--- src/rtl/vga_timing_pkg.sv ---
// 640x480@60 VGA timing constants, shared by the sync generator and the snake renderer.
package vga_timing_pkg;

    localparam int unsigned HVis   = 640;
    localparam int unsigned HFp    = 16;
    localparam int unsigned HSync  = 96;
    localparam int unsigned HBp    = 48;
    localparam int unsigned HTotal = HVis + HFp + HSync + HBp;

    localparam int unsigned VVis   = 480;
    localparam int unsigned VFp    = 10;
    localparam int unsigned VSync  = 2;
    localparam int unsigned VBp    = 33;
    localparam int unsigned VTotal = VVis + VFp + VSync + VBp;

    localparam int unsigned CoordW = 10;

    // Both syncs are active-low in this mode.
    localparam logic SyncActive = 1'b0;

    function automatic logic sync_level(input logic in_pulse);
        return in_pulse ? SyncActive : ~SyncActive;
    endfunction

endpackage

--- src/rtl/pixel_strobe_gen.sv ---
// Divide-by-DIV prescaler producing a one-clk enable strobe; also reused for the game tick.
module pixel_strobe_gen #(
    parameter int unsigned DIV = 4
) (
    input  logic clk,
    input  logic rst,
    output logic pixel_en
);

    localparam int unsigned CntW = (DIV > 1) ? $clog2(DIV) : 1;
    localparam logic [CntW-1:0] CntLast = CntW'(DIV - 1);

    logic [CntW-1:0] div_cnt_q, div_cnt_d;

    always_comb begin
        div_cnt_d = div_cnt_q + 1'b1;
        if (div_cnt_q == CntLast) begin
            div_cnt_d = '0;
        end
    end

    always_ff @(posedge clk or posedge rst) begin
        if (rst) begin
            div_cnt_q <= '0;
        end else begin
            div_cnt_q <= div_cnt_d;
        end
    end

    assign pixel_en = (div_cnt_q == CntLast);

endmodule

--- src/rtl/vga_sync_gen.sv ---
// VGA raster counters, sync/blank decode and frame strobe, stepped by the pixel-rate enable.
module vga_sync_gen
    import vga_timing_pkg::*;
#(
    parameter int unsigned DIV    = 4,
    parameter int unsigned H_VIS  = HVis,
    parameter int unsigned H_FP   = HFp,
    parameter int unsigned H_SYNC = HSync,
    parameter int unsigned H_BP   = HBp,
    parameter int unsigned V_VIS  = VVis,
    parameter int unsigned V_FP   = VFp,
    parameter int unsigned V_SYNC = VSync,
    parameter int unsigned V_BP   = VBp
) (
    input  logic              clk,
    input  logic              rst,
    output logic              pixel_en,
    output logic [CoordW-1:0] pixel_x,
    output logic [CoordW-1:0] pixel_y,
    output logic              hsync,
    output logic              vsync,
    output logic              video_on,
    output logic              frame_tick
);

    localparam int unsigned HTot = H_VIS + H_FP + H_SYNC + H_BP;
    localparam int unsigned VTot = V_VIS + V_FP + V_SYNC + V_BP;

    localparam logic [CoordW-1:0] HLast      = CoordW'(HTot - 1);
    localparam logic [CoordW-1:0] VLast      = CoordW'(VTot - 1);
    localparam logic [CoordW-1:0] HVisEnd    = CoordW'(H_VIS);
    localparam logic [CoordW-1:0] VVisEnd    = CoordW'(V_VIS);
    localparam logic [CoordW-1:0] HSyncFirst = CoordW'(H_VIS + H_FP);
    localparam logic [CoordW-1:0] HSyncLast  = CoordW'(H_VIS + H_FP + H_SYNC - 1);
    localparam logic [CoordW-1:0] VSyncFirst = CoordW'(V_VIS + V_FP);
    localparam logic [CoordW-1:0] VSyncLast  = CoordW'(V_VIS + V_FP + V_SYNC - 1);

    logic [CoordW-1:0] x_q, x_d;
    logic [CoordW-1:0] y_q, y_d;
    logic              hsync_q, hsync_d;
    logic              vsync_q, vsync_d;
    logic              video_on_q, video_on_d;
    logic              frame_tick_q, frame_tick_d;
    logic              en;

    pixel_strobe_gen #(
        .DIV (DIV)
    ) u_pixel_strobe (
        .clk      (clk),
        .rst      (rst),
        .pixel_en (en)
    );

    always_comb begin
        x_d = x_q;
        y_d = y_q;
        if (en) begin
            if (x_q != HLast) begin
                x_d = x_q + 1'b1;
            end else begin
                x_d = '0;
                y_d = (y_q == VLast) ? '0 : y_q + 1'b1;
            end
        end
    end

    // Decode from the next counter values so the registered outputs line up with pixel_x/y.
    always_comb begin
        hsync_d      = sync_level((x_d >= HSyncFirst) && (x_d <= HSyncLast));
        vsync_d      = sync_level((y_d >= VSyncFirst) && (y_d <= VSyncLast));
        video_on_d   = (x_d < HVisEnd) && (y_d < VVisEnd);
        frame_tick_d = en && (x_q == HLast) && (y_q == VLast);
    end

    always_ff @(posedge clk or posedge rst) begin
        if (rst) begin
            x_q          <= '0;
            y_q          <= '0;
            hsync_q      <= ~SyncActive;
            vsync_q      <= ~SyncActive;
            video_on_q   <= 1'b1;
            frame_tick_q <= 1'b0;
        end else begin
            x_q          <= x_d;
            y_q          <= y_d;
            hsync_q      <= hsync_d;
            vsync_q      <= vsync_d;
            video_on_q   <= video_on_d;
            frame_tick_q <= frame_tick_d;
        end
    end

    assign pixel_en   = en;
    assign pixel_x    = x_q;
    assign pixel_y    = y_q;
    assign hsync      = hsync_q;
    assign vsync      = vsync_q;
    assign video_on   = video_on_q;
    assign frame_tick = frame_tick_q;

endmodule

--- config.mk ---
export PLATFORM = sky130hd
export DESIGN_NAME = vga_sync_gen
export DESIGN_NICKNAME = d
export VERILOG_FILES = /design/src/rtl/vga_timing_pkg.sv /design/src/rtl/pixel_strobe_gen.sv /design/src/rtl/vga_sync_gen.sv
export SDC_FILE = /design/constraint.sdc
export NUM_CORES = 1
export LEC_CHECK = 0
export ABC_AREA = 1
export CAP_MARGIN = 15
export CORE_ASPECT_RATIO = 1.5
export CORE_UTILIZATION = 45
export DETAILED_ROUTE_END_ITERATION = 7
export PLACE_DENSITY = 0.69
export SLEW_MARGIN = 30
export SYNTH_ARGS = -nofsm -noshare
export SYNTH_HDL_FRONTEND = slang
export SYNTH_SLANG_ARGS = --single-unit
--- constraint.sdc ---
create_clock -name clk -period 4 [get_ports clk]
set_input_delay 1 -clock clk [delete_from_list [all_inputs] [get_ports clk]]
set_output_delay 1 -clock clk [all_outputs]
set_load 0.005 [all_outputs]
# Word-level counts from Yosys, hierarchy flattened
# Cells that the tools add are included.
[op_classes] n_addsub=3 mul=0 div_mod_pow=0 order_cmp=6 n_eq_ne=4 shift=0 mux=8 bitwise_logic=0 reduce_logical=5
[op_table] cell="$mux W10" n=5
[op_table] cell="$add A10 B1 Y10 const B" n=2
[op_table] cell="$eq A10 B10 Y1 const B" n=2
[op_table] cell="$ge A10 B10 Y1 const B" n=1
[op_table] cell="$ge A10 B9 Y1 const B" n=1
[op_table] cell="$le A10 B10 Y1 const B" n=1
[op_table] cell="$le A10 B9 Y1 const B" n=1
[op_table] cell="$lt A10 B10 Y1 const B" n=1
[op_table] cell="$lt A10 B9 Y1 const B" n=1
[op_table] cell="$ne A10 B10 Y1 const B" n=1
[op_table] cell="$logic_and A1 B1 Y1" n=5
[op_table] cell="$add A2 B1 Y2 const B" n=1
[op_table] cell="$eq A2 B2 Y1 const B" n=1
[op_table] cell="$mux W1" n=2
[op_table] cell="$mux W2" n=1
[word_totals] regBits=26 latchBits=0 ramBits=0 rom_bits=0 input_bits=2 output_inout_bits=25 memories=0

# Depth between registers and ports, before layout
# Gate-level depths: netlist of run 1.
[logic_depth] word_depth=7 ltp_mapped=13 ltp_nobuf=13

# Hierarchy
# From an unflattened synthesis of run 1, not the netlist that was laid out.
[unflattened] hier_cells=193 hier_area_um2=1531.5
[modules_own_cells] module="vga_sync_gen" instances=1 cells_per_inst=188 area_per_inst_um2=1461.4 seq_area_each_um2=604.3
[modules_own_cells] module="pixel_strobe_gen" instances=1 cells_per_inst=5 area_per_inst_um2=70.1 seq_area_each_um2=50.0

# Worst setup path after synthesis of run 1
# OpenSTA, ideal clock, no wires.
[synth_timing] kind="register to register" startpoint="reg x_q[0], in the netlist pixel_x[0]" endpoint="reg hsync_q, in the netlist hsync" setup_ns=0.060 arrival_ns=1.535 required_ns=3.940 setup_slack_ns=2.404 stages_incl_launch_ff=12 n_path_buf=0 period_less_slack_ns=1.596 cell_sequence="dfrtp_1 > ha_1 > nand2_1 > nor2_1 > inv_1 > nor2_2 > nand2_1 > nand2_1 > nand2_1 > nor3_1 > a21oi_1 > nand2_1"
[synth_via] elab_chain_cells=6
[synth_rtl] item="start, declared" line="vga_sync_gen.sv:38" text="logic [CoordW-1:0] x_q, x_d;"
[synth_rtl] item="start signal, assigned" line="vga_sync_gen.sv:77" text="x_q <= '0;"
[synth_rtl] item="start signal, assigned" line="vga_sync_gen.sv:84" text="x_q <= x_d;"
[synth_rtl] item="$add A10 B1 Y10 / $ne A10 B10 Y1 (equally long branches)" line="vga_sync_gen.sv:59, vga_sync_gen.sv:58"
[synth_rtl] item="$mux W10" line="vga_sync_gen.sv:58" text="if (x_q != HLast) begin"
[synth_rtl] item="$mux W10 (*)" line="vga_sync_gen.sv:57" text="if (en) begin"
[synth_rtl] item="$ge A10 B10 Y1 / $le A10 B10 Y1 (equally long branches)" line="vga_sync_gen.sv:69" text="hsync_d = sync_level((x_d >= HSyncFirst) && (x_d <= HSyncLast));"
[synth_rtl] item="$logic_and A1 B1 Y1 (*)" line="vga_sync_gen.sv:69"
[synth_rtl] item="$mux W1 (*)" line="vga_timing_pkg.sv:22" text="return in_pulse ? SyncActive : ~SyncActive;"
[synth_rtl] item="via hsync_d" line="vga_sync_gen.sv:40" text="logic hsync_q, hsync_d;"
[synth_rtl] item="end signal, assigned" line="vga_sync_gen.sv:79" text="hsync_q <= ~SyncActive;"
[synth_rtl] item="end signal, assigned" line="vga_sync_gen.sv:86" text="hsync_q <= hsync_d;"
[synth_rtl] item="end, declared" line="vga_sync_gen.sv:40"
# Mark *: on every way through the listed nets, which the timed path passes. The rest lies on a longest branch.

# Final worst setup path of run 1
[layout_timing] startpoint="reg u_pixel_strobe.div_cnt_q[0]" endpoint="out pixel_en"
[layout_via] elab_chain_cells=1
[layout_rtl] item="start, declared" line="pixel_strobe_gen.sv:13" text="logic [CntW-1:0] div_cnt_q, div_cnt_d;"
[layout_rtl] item="start signal, assigned" line="pixel_strobe_gen.sv:26" text="div_cnt_q <= div_cnt_d;"
[layout_rtl] item="$eq A2 B2 Y1" line="pixel_strobe_gen.sv:30" text="assign pixel_en = (div_cnt_q == CntLast);"
[layout_rtl] item="end, declared" line="vga_sync_gen.sv:17" text="output logic pixel_en,"
# Every way passes these cells.

==> results of run 1 <==
-- cells by family (layout without fill, tap and decap cells) --
kind of cell    Yosys count  in the layout  share of synthesized area [%]
flops                    26             26                           40.9
simple gates            139            139                           41.3
buf+inv                  41             68                           10.4
fa+ha+maj                 4              4                           3.13
compound gates           11             11                           3.83
xor+xnor                  1              1                          0.547
-- registers in the layout (all words and copies together), names as in the netlist --
name                      count
frame_tick                    1
hsync                         1
pixel_x                      10
pixel_y                      10
u_pixel_strobe.div_cnt_q      2
video_on                      1
vsync                         1
-- power by group through the flow --
stage / Combinational (uW) / Sequential, uW / Clock, uW
detailed placement: 6.50 / 268 / 0
finish: 5.99 / 263 / 216
global placement: 6.21 / 268 / 0
global route: 7.57 / 263 / 229
floorplan: 3.88 / 268 / 0
CTS: 6.52 / 263 / 221
-- per-stage QoR --
step,hold slack [ps],power [uW],setup slack [ps],area (um2),util (%)
floorplan,403,272,2400,1600,-
global placement,413,274,1570,1890,55.3
detailed placement,428,274,1540,1890,55.3
CTS,440,491,1250,1960,57.4
global route,451,499,1120,1960,57.4
finish,439,484,1260,1960,57.4
-- synth_stat cells --
| library cell | number | area share (%) |
|---|---|---|
| dfstp_2 | 3 | 4.9 |
| o21bai_1 | 1 | 0.47 |
| nor3_1 | 2 | 0.63 |
| a21oi_1 | 6 | 1.9 |
| dfrtp_1 | 23 | 36 |
| nand3_2 | 3 | 1.9 |
| nor3_2 | 1 | 0.63 |
| nor2_2 | 7 | 2.7 |
| inv_1 | 37 | 8.7 |
| buf_2 | 1 | 0.31 |
| or2_2 | 1 | 0.39 |
| xor2_1 | 1 | 0.55 |
| buf_4 | 1 | 0.47 |
| nand2_2 | 2 | 0.78 |
| nand2_1 | 67 | 16 |
| ha_1 | 4 | 3.1 |
| buf_6 | 1 | 0.70 |
| inv_2 | 1 | 0.23 |
| nand4_1 | 6 | 2.3 |
| nand3_1 | 19 | 5.9 |
| nor2_4 | 3 | 2.1 |
| nand3b_1 | 3 | 1.4 |
| o21ai_2 | 1 | 0.55 |
| nand3_4 | 1 | 1.1 |
| o21ai_0 | 3 | 0.94 |
| nor2_1 | 24 | 5.6 |
-- worst max-delay path by stage --
| stage | startpoint | end | slack [ps] | cells past startpoint |
|---|---|---|---|---|
| after CTS | u_pixel_strobe.div_cnt_q[0]$_DFF_PP0_ | pixel_en | 1250 | 2 |
| after global placement | u_pixel_strobe.div_cnt_q[0]$_DFF_PP0_ | pixel_en | 1570 | 2 |
| after detailed placement | u_pixel_strobe.div_cnt_q[0]$_DFF_PP0_ | pixel_en | 1540 | 2 |
| after global routing | u_pixel_strobe.div_cnt_q[0]$_DFF_PP0_ | pixel_en | 1120 | 2 |
| final | u_pixel_strobe.div_cnt_q[0]$_DFF_PP0_ | pixel_en | 1260 | 2 |
| after floorplan | pixel_x[0]$_DFF_PP0_ | hsync$_DFF_PP1_ | 2400 | 11 |
-- layer usage --
metal | vias up | wire [um]
li1 | 738 | -
met1 | 648 | 1420
met2 | 36 | 1820
met3 | 15 | 79
met4 | 0 | 165
met5 | - | 0
-- cell type report --
class                      instances  area (um2)  area share (%)
clock buffer                       3        41.3            2.10
clock inverter                     1        30.0            1.53
inverter                          38         143            7.27
multi-input combinational        155         781            39.8
sequential                        26         654            33.4
tap                               42        52.6            2.68
timing repair buffer              26         260            13.3
==> flow_summary.yaml, run 1 <==
floorplan:
  core_um2: 3420
  die_y_um: 75.1
  io_pins: 27
  die_area_um2: 3810
  die_x_um: 50.7
  initial_core_util_pct: 46.9
  row_count: 26
synthesis:
  synthCells: 222
  ys_warn_count: 0
  avgSynthCellArea_um2: 7.21
  ys_types: 26
  synthesis.area_um2: 1600
  yosysSeqAreaShare_pct: 40.9
  yosys_register_bits: 26
  synth.net_count: 228
route:
  ant_nets: 0
  drt_iter0_drc: 29
  remaining_drc_errors: 0
  viasPerCell: 4.94
  drt_pass1_iterations: 4
  wl_per_cell_um: 12.0
  drt-total-wl_mm: 3.49
  vias: 1437
placement:
  dpl.hpwl_mm: 2.71
  port_buffers: 26
  gp_congestion: 0.853
  post-place-cells: 287
layout:
  nFillCells: 340
  drive_gt1_share_pct: 11.2
  diodes: 0
  final_common_cell: "nand2_1"
  syn_to_final_growth_pct: 22.5
  final_net_count: 256
  fin_cells: 291
  layout_common_cells: "67 x nand2_1, 36 x inv_1, 26 x clkdlybuf4s50_1, 24 x nor2_1, 23 x dfrtp_1"
sta:
  drv_slew: 0
  maxSlewHeadroom_pct: 62.7
  period_needed_ps: 2740
  rsz0062_at_grt: "no"
  final-setup-viol-count: 0
  worst_slew_pin_slew_ps: 560
  hold_viol: 0
  clock.fmax_ghz: 0.364
  finalClockSkew_ps: 9.77
  period_share_pct: 68.6
  finalSetupTns_ps: 0
worst_hold_path:
  min-delay-start: "u_pixel_strobe.div_cnt_q[0]$_DFF_PP0_"
  hold_path_end: "u_pixel_strobe.div_cnt_q[0]$_DFF_PP0_"
  holdPathStages: 1
  hold_class: "flip-flop to flip-flop"
power:
  vdd_drop_max_uv: 276
  seqPwrFrac_pct: 54.2
  p_comb_share_pct: 1.2
  clkPwrFrac_pct: 44.5
  switching_share_pct: 17.9
  leakage_uw: 0.000960
  switching_power_uw: 86.9
  p_int_uw: 398
  power_density_nw_per_um2: 247
grt:
  grt_max_degree: 27
  grtUsageTotal_pct: 20.8
  first_global_vias: 1345
  grtUsageMet1_pct: 22.7
  use_met2_pct: 37.8
  grt_pass1_wl_mm: 5.89
  use_met3_pct: 2.42
  overflow: 0
  top_usage_layer: "met2"
  antenna_found_initial: 0
worst_setup_path:
  start_kind: "flip-flop"
  arrival_ps: 1740
  reg2reg_depth: 11
  crit_family: "buffers and inverters"
  critPathKind: "flip-flop to output pin"
  worstPathCellList: "ha_1, clkdlybuf4s50_1"
  r2r_start: "u_pixel_strobe.div_cnt_q[0]$_DFF_PP0_"
  crit_slowest_cell: "clkdlybuf4s50_1"
  r2r-end: "hsync$_DFF_PP1_"
  required_ps: 3000
  slowest_delay_ps: 610
  rrSetupSlack_ps: 1930
  critPathBufInv: 1
  endpoint_kind: "output pin"
  critPathMaxFanout: 18
clocking:
  numCtsBuffers: 3
  clkLatencyLatePin_ps: 270
  cts_tree: "done"
  clockBufferDepth: 2
  cts_setup_buffers: 0
  cts-root-buf: "clkbuf_8"
  path_clk_slew_ps: 80
  cts.sinks: 26
  htreeDepth: 1
  cts_resized: 0
  hold_buffers: 0
flow_run:
  drv_cap: 0
run_status:
  outcome: "finished clean"
No activity file was read; power rests on OpenSTA's default activity.
==> inputs of run 2 (changes only) <==
==> constraint.sdc (replaced) <==
create_clock -name clk -period 2.6 [get_ports clk]
set_input_delay 0.65 -clock clk [delete_from_list [all_inputs] [get_ports clk]]
set_output_delay 0.65 -clock clk [all_outputs]
set_load 0.005 [all_outputs]
==> run 2 against run 1 <==
  * Die area did not move
  * First-iteration DRC count fell by 10%
  * Final area rose by 0.77%
  * Clock skew fell by 8.2 ps
  * Non-clock buffer count rose by 2
  * Largest cell class unchanged
==> flow_summary.yaml, run 2 (synthesized netlist as in run 1, its figures left out) <==
run_status:
  outcome: "finished clean"
route:
  viasPerCell: 4.99
  ant_nets: 0
  wl_per_cell_um: 11.9
  drt_pass1_iterations: 4
  drt-total-wl_mm: 3.49
  drt_iter0_drc: 26
  remaining_drc_errors: 0
  vias: 1462
floorplan:
  io_pins: 27
  row_count: 26
  initial_core_util_pct: 46.9
  core_um2: 3420
  die_area_um2: 3810
  die_y_um: 75.1
  die_x_um: 50.7
sta:
  finalSetupTns_ps: 0
  clock.fmax_ghz: 0.449
  drv_slew: 0
  final-setup-viol-count: 0
  period_needed_ps: 2230
  hold_viol: 0
  period_share_pct: 85.6
  finalClockSkew_ps: 1.56
  worst_slew_pin_slew_ps: 352
  rsz0062_at_grt: "no"
  whs_ps: 434
  maxSlewHeadroom_pct: 76.6
worst_setup_path:
  rrSetupSlack_ps: 700
  critPathKind: "flip-flop to output pin"
  critPathBufInv: 1
  r2r-end: "hsync$_DFF_PP1_"
  slowest_delay_ps: 570
  required_ps: 1950
  reg2reg_depth: 11
  crit_family: "buffers and inverters"
  critPathMaxFanout: 11
  r2r_start: "u_pixel_strobe.div_cnt_q[0]$_DFF_PP0_"
  crit_slowest_cell: "clkdlybuf4s50_1"
  start_kind: "flip-flop"
  worstPathCellList: "ha_1, clkdlybuf4s50_1"
  endpoint_kind: "output pin"
  arrival_ps: 1580
worst_hold_path:
  hold_class: "flip-flop to flip-flop"
  holdPathStages: 1
  hold_path_end: "u_pixel_strobe.div_cnt_q[0]$_DFF_PP0_"
  min-delay-start: "u_pixel_strobe.div_cnt_q[0]$_DFF_PP0_"
clocking:
  cts-root-buf: "clkbuf_8"
  hold_buffers: 0
  clkLatencyLatePin_ps: 280
  numCtsBuffers: 3
  clockBufferDepth: 2
  cts_setup_buffers: 0
  cts.sinks: 26
  htreeDepth: 1
  cts_tree: "done"
  cts_resized: 0
  path_clk_slew_ps: 90
placement:
  port_buffers: 26
  detailed_place.area_um2: 1910
  dpl.hpwl_mm: 2.75
  gp_congestion: 0.846
grt:
  antenna_found_initial: 0
  grtUsageTotal_pct: 21.0
  grt_max_degree: 27
  overflow: 0
  first_global_vias: 1367
  grt_pass1_wl_mm: 5.93
layout:
  final_util_pct: 57.9
  final_common_cell: "nand2_1"
  diodes: 0
  final_net_count: 258
  drive_gt1_share_pct: 11.6
  layout_common_cells: "67 x nand2_1, 37 x inv_1, 26 x clkdlybuf4s50_1, 24 x nor2_1, 23 x dfrtp_1"
  syn_to_final_growth_pct: 23.4
  nFillCells: 333
  final_cell_area_um2: 1980
power:
  leakage_uw: 0.000972
  vdd_drop_max_uv: 377
  power_density_nw_per_um2: 384
flow_run:
  drv_cap: 0
## run 2: layout make-up
cell class	instances	area, um2	area share, %
Multi-Input combinational cell	155	781	39.5
Clock buffer	3	41.3	2.09
Timing Repair Buffer	28	275	13.9
Inverter	38	143	7.22
Clock inverter	1	30.0	1.52
Sequential cell	26	654	33.1
Tap cell	42	52.6	2.66
## run 2: worst reg2reg max path: stages (launching register included)
cell	delay, ps
dfrtp_1	360
ha_1	370
nand2_1	210
nor2_1	160
inv_1	80
nor2_2	160
nand2_1	70
nand2_1	60
nand2_1	70
nor3_1	150
a21oi_1	90
nand2_1	70
## run 2: worst max path at each step
| stage | from | endpoint | cells after the start |
|---|---|---|---|
| after floorplan | pixel_x[0]$_DFF_PP0_ | hsync$_DFF_PP1_ | 11 |
| after global placement | u_pixel_strobe.div_cnt_q[0]$_DFF_PP0_ | pixel_en | 2 |
| after detailed placement | u_pixel_strobe.div_cnt_q[0]$_DFF_PP0_ | pixel_en | 2 |
| after CTS | u_pixel_strobe.div_cnt_q[0]$_DFF_PP0_ | pixel_en | 2 |
| after global routing | u_pixel_strobe.div_cnt_q[0]$_DFF_PP0_ | pixel_en | 2 |
| final | u_pixel_strobe.div_cnt_q[0]$_DFF_PP0_ | pixel_en | 2 |
## run 2: power breakdown
part,internal (uW),leakage (uW),switching (uW)
Clock,206,0.0000357,137
Sequential,404,0.000339,0
Combinational,2.41,0.000597,7.82
## run 2: per-layer routing
layer  wire length (um)  share of wire [%]  GRT usage (%)
met5                  0                  0              0
met4                 72                2.1           7.41
met2               1920                 55           42.5
met3                 85                2.4           2.83
met1               1420                 40           21.5
## run 2: through the flow
step | setup WS, ps | cells | total power [uW]
2_1_floorplan | 1000 | 222 | 418
3_3_place_gp | 705 | 289 | 423
3_5_place_dp | 672 | 289 | 423
4_1_cts | 354 | 293 | 765
5_1_grt | 292 | 293 | 777
6_report | 374 | 293 | 758
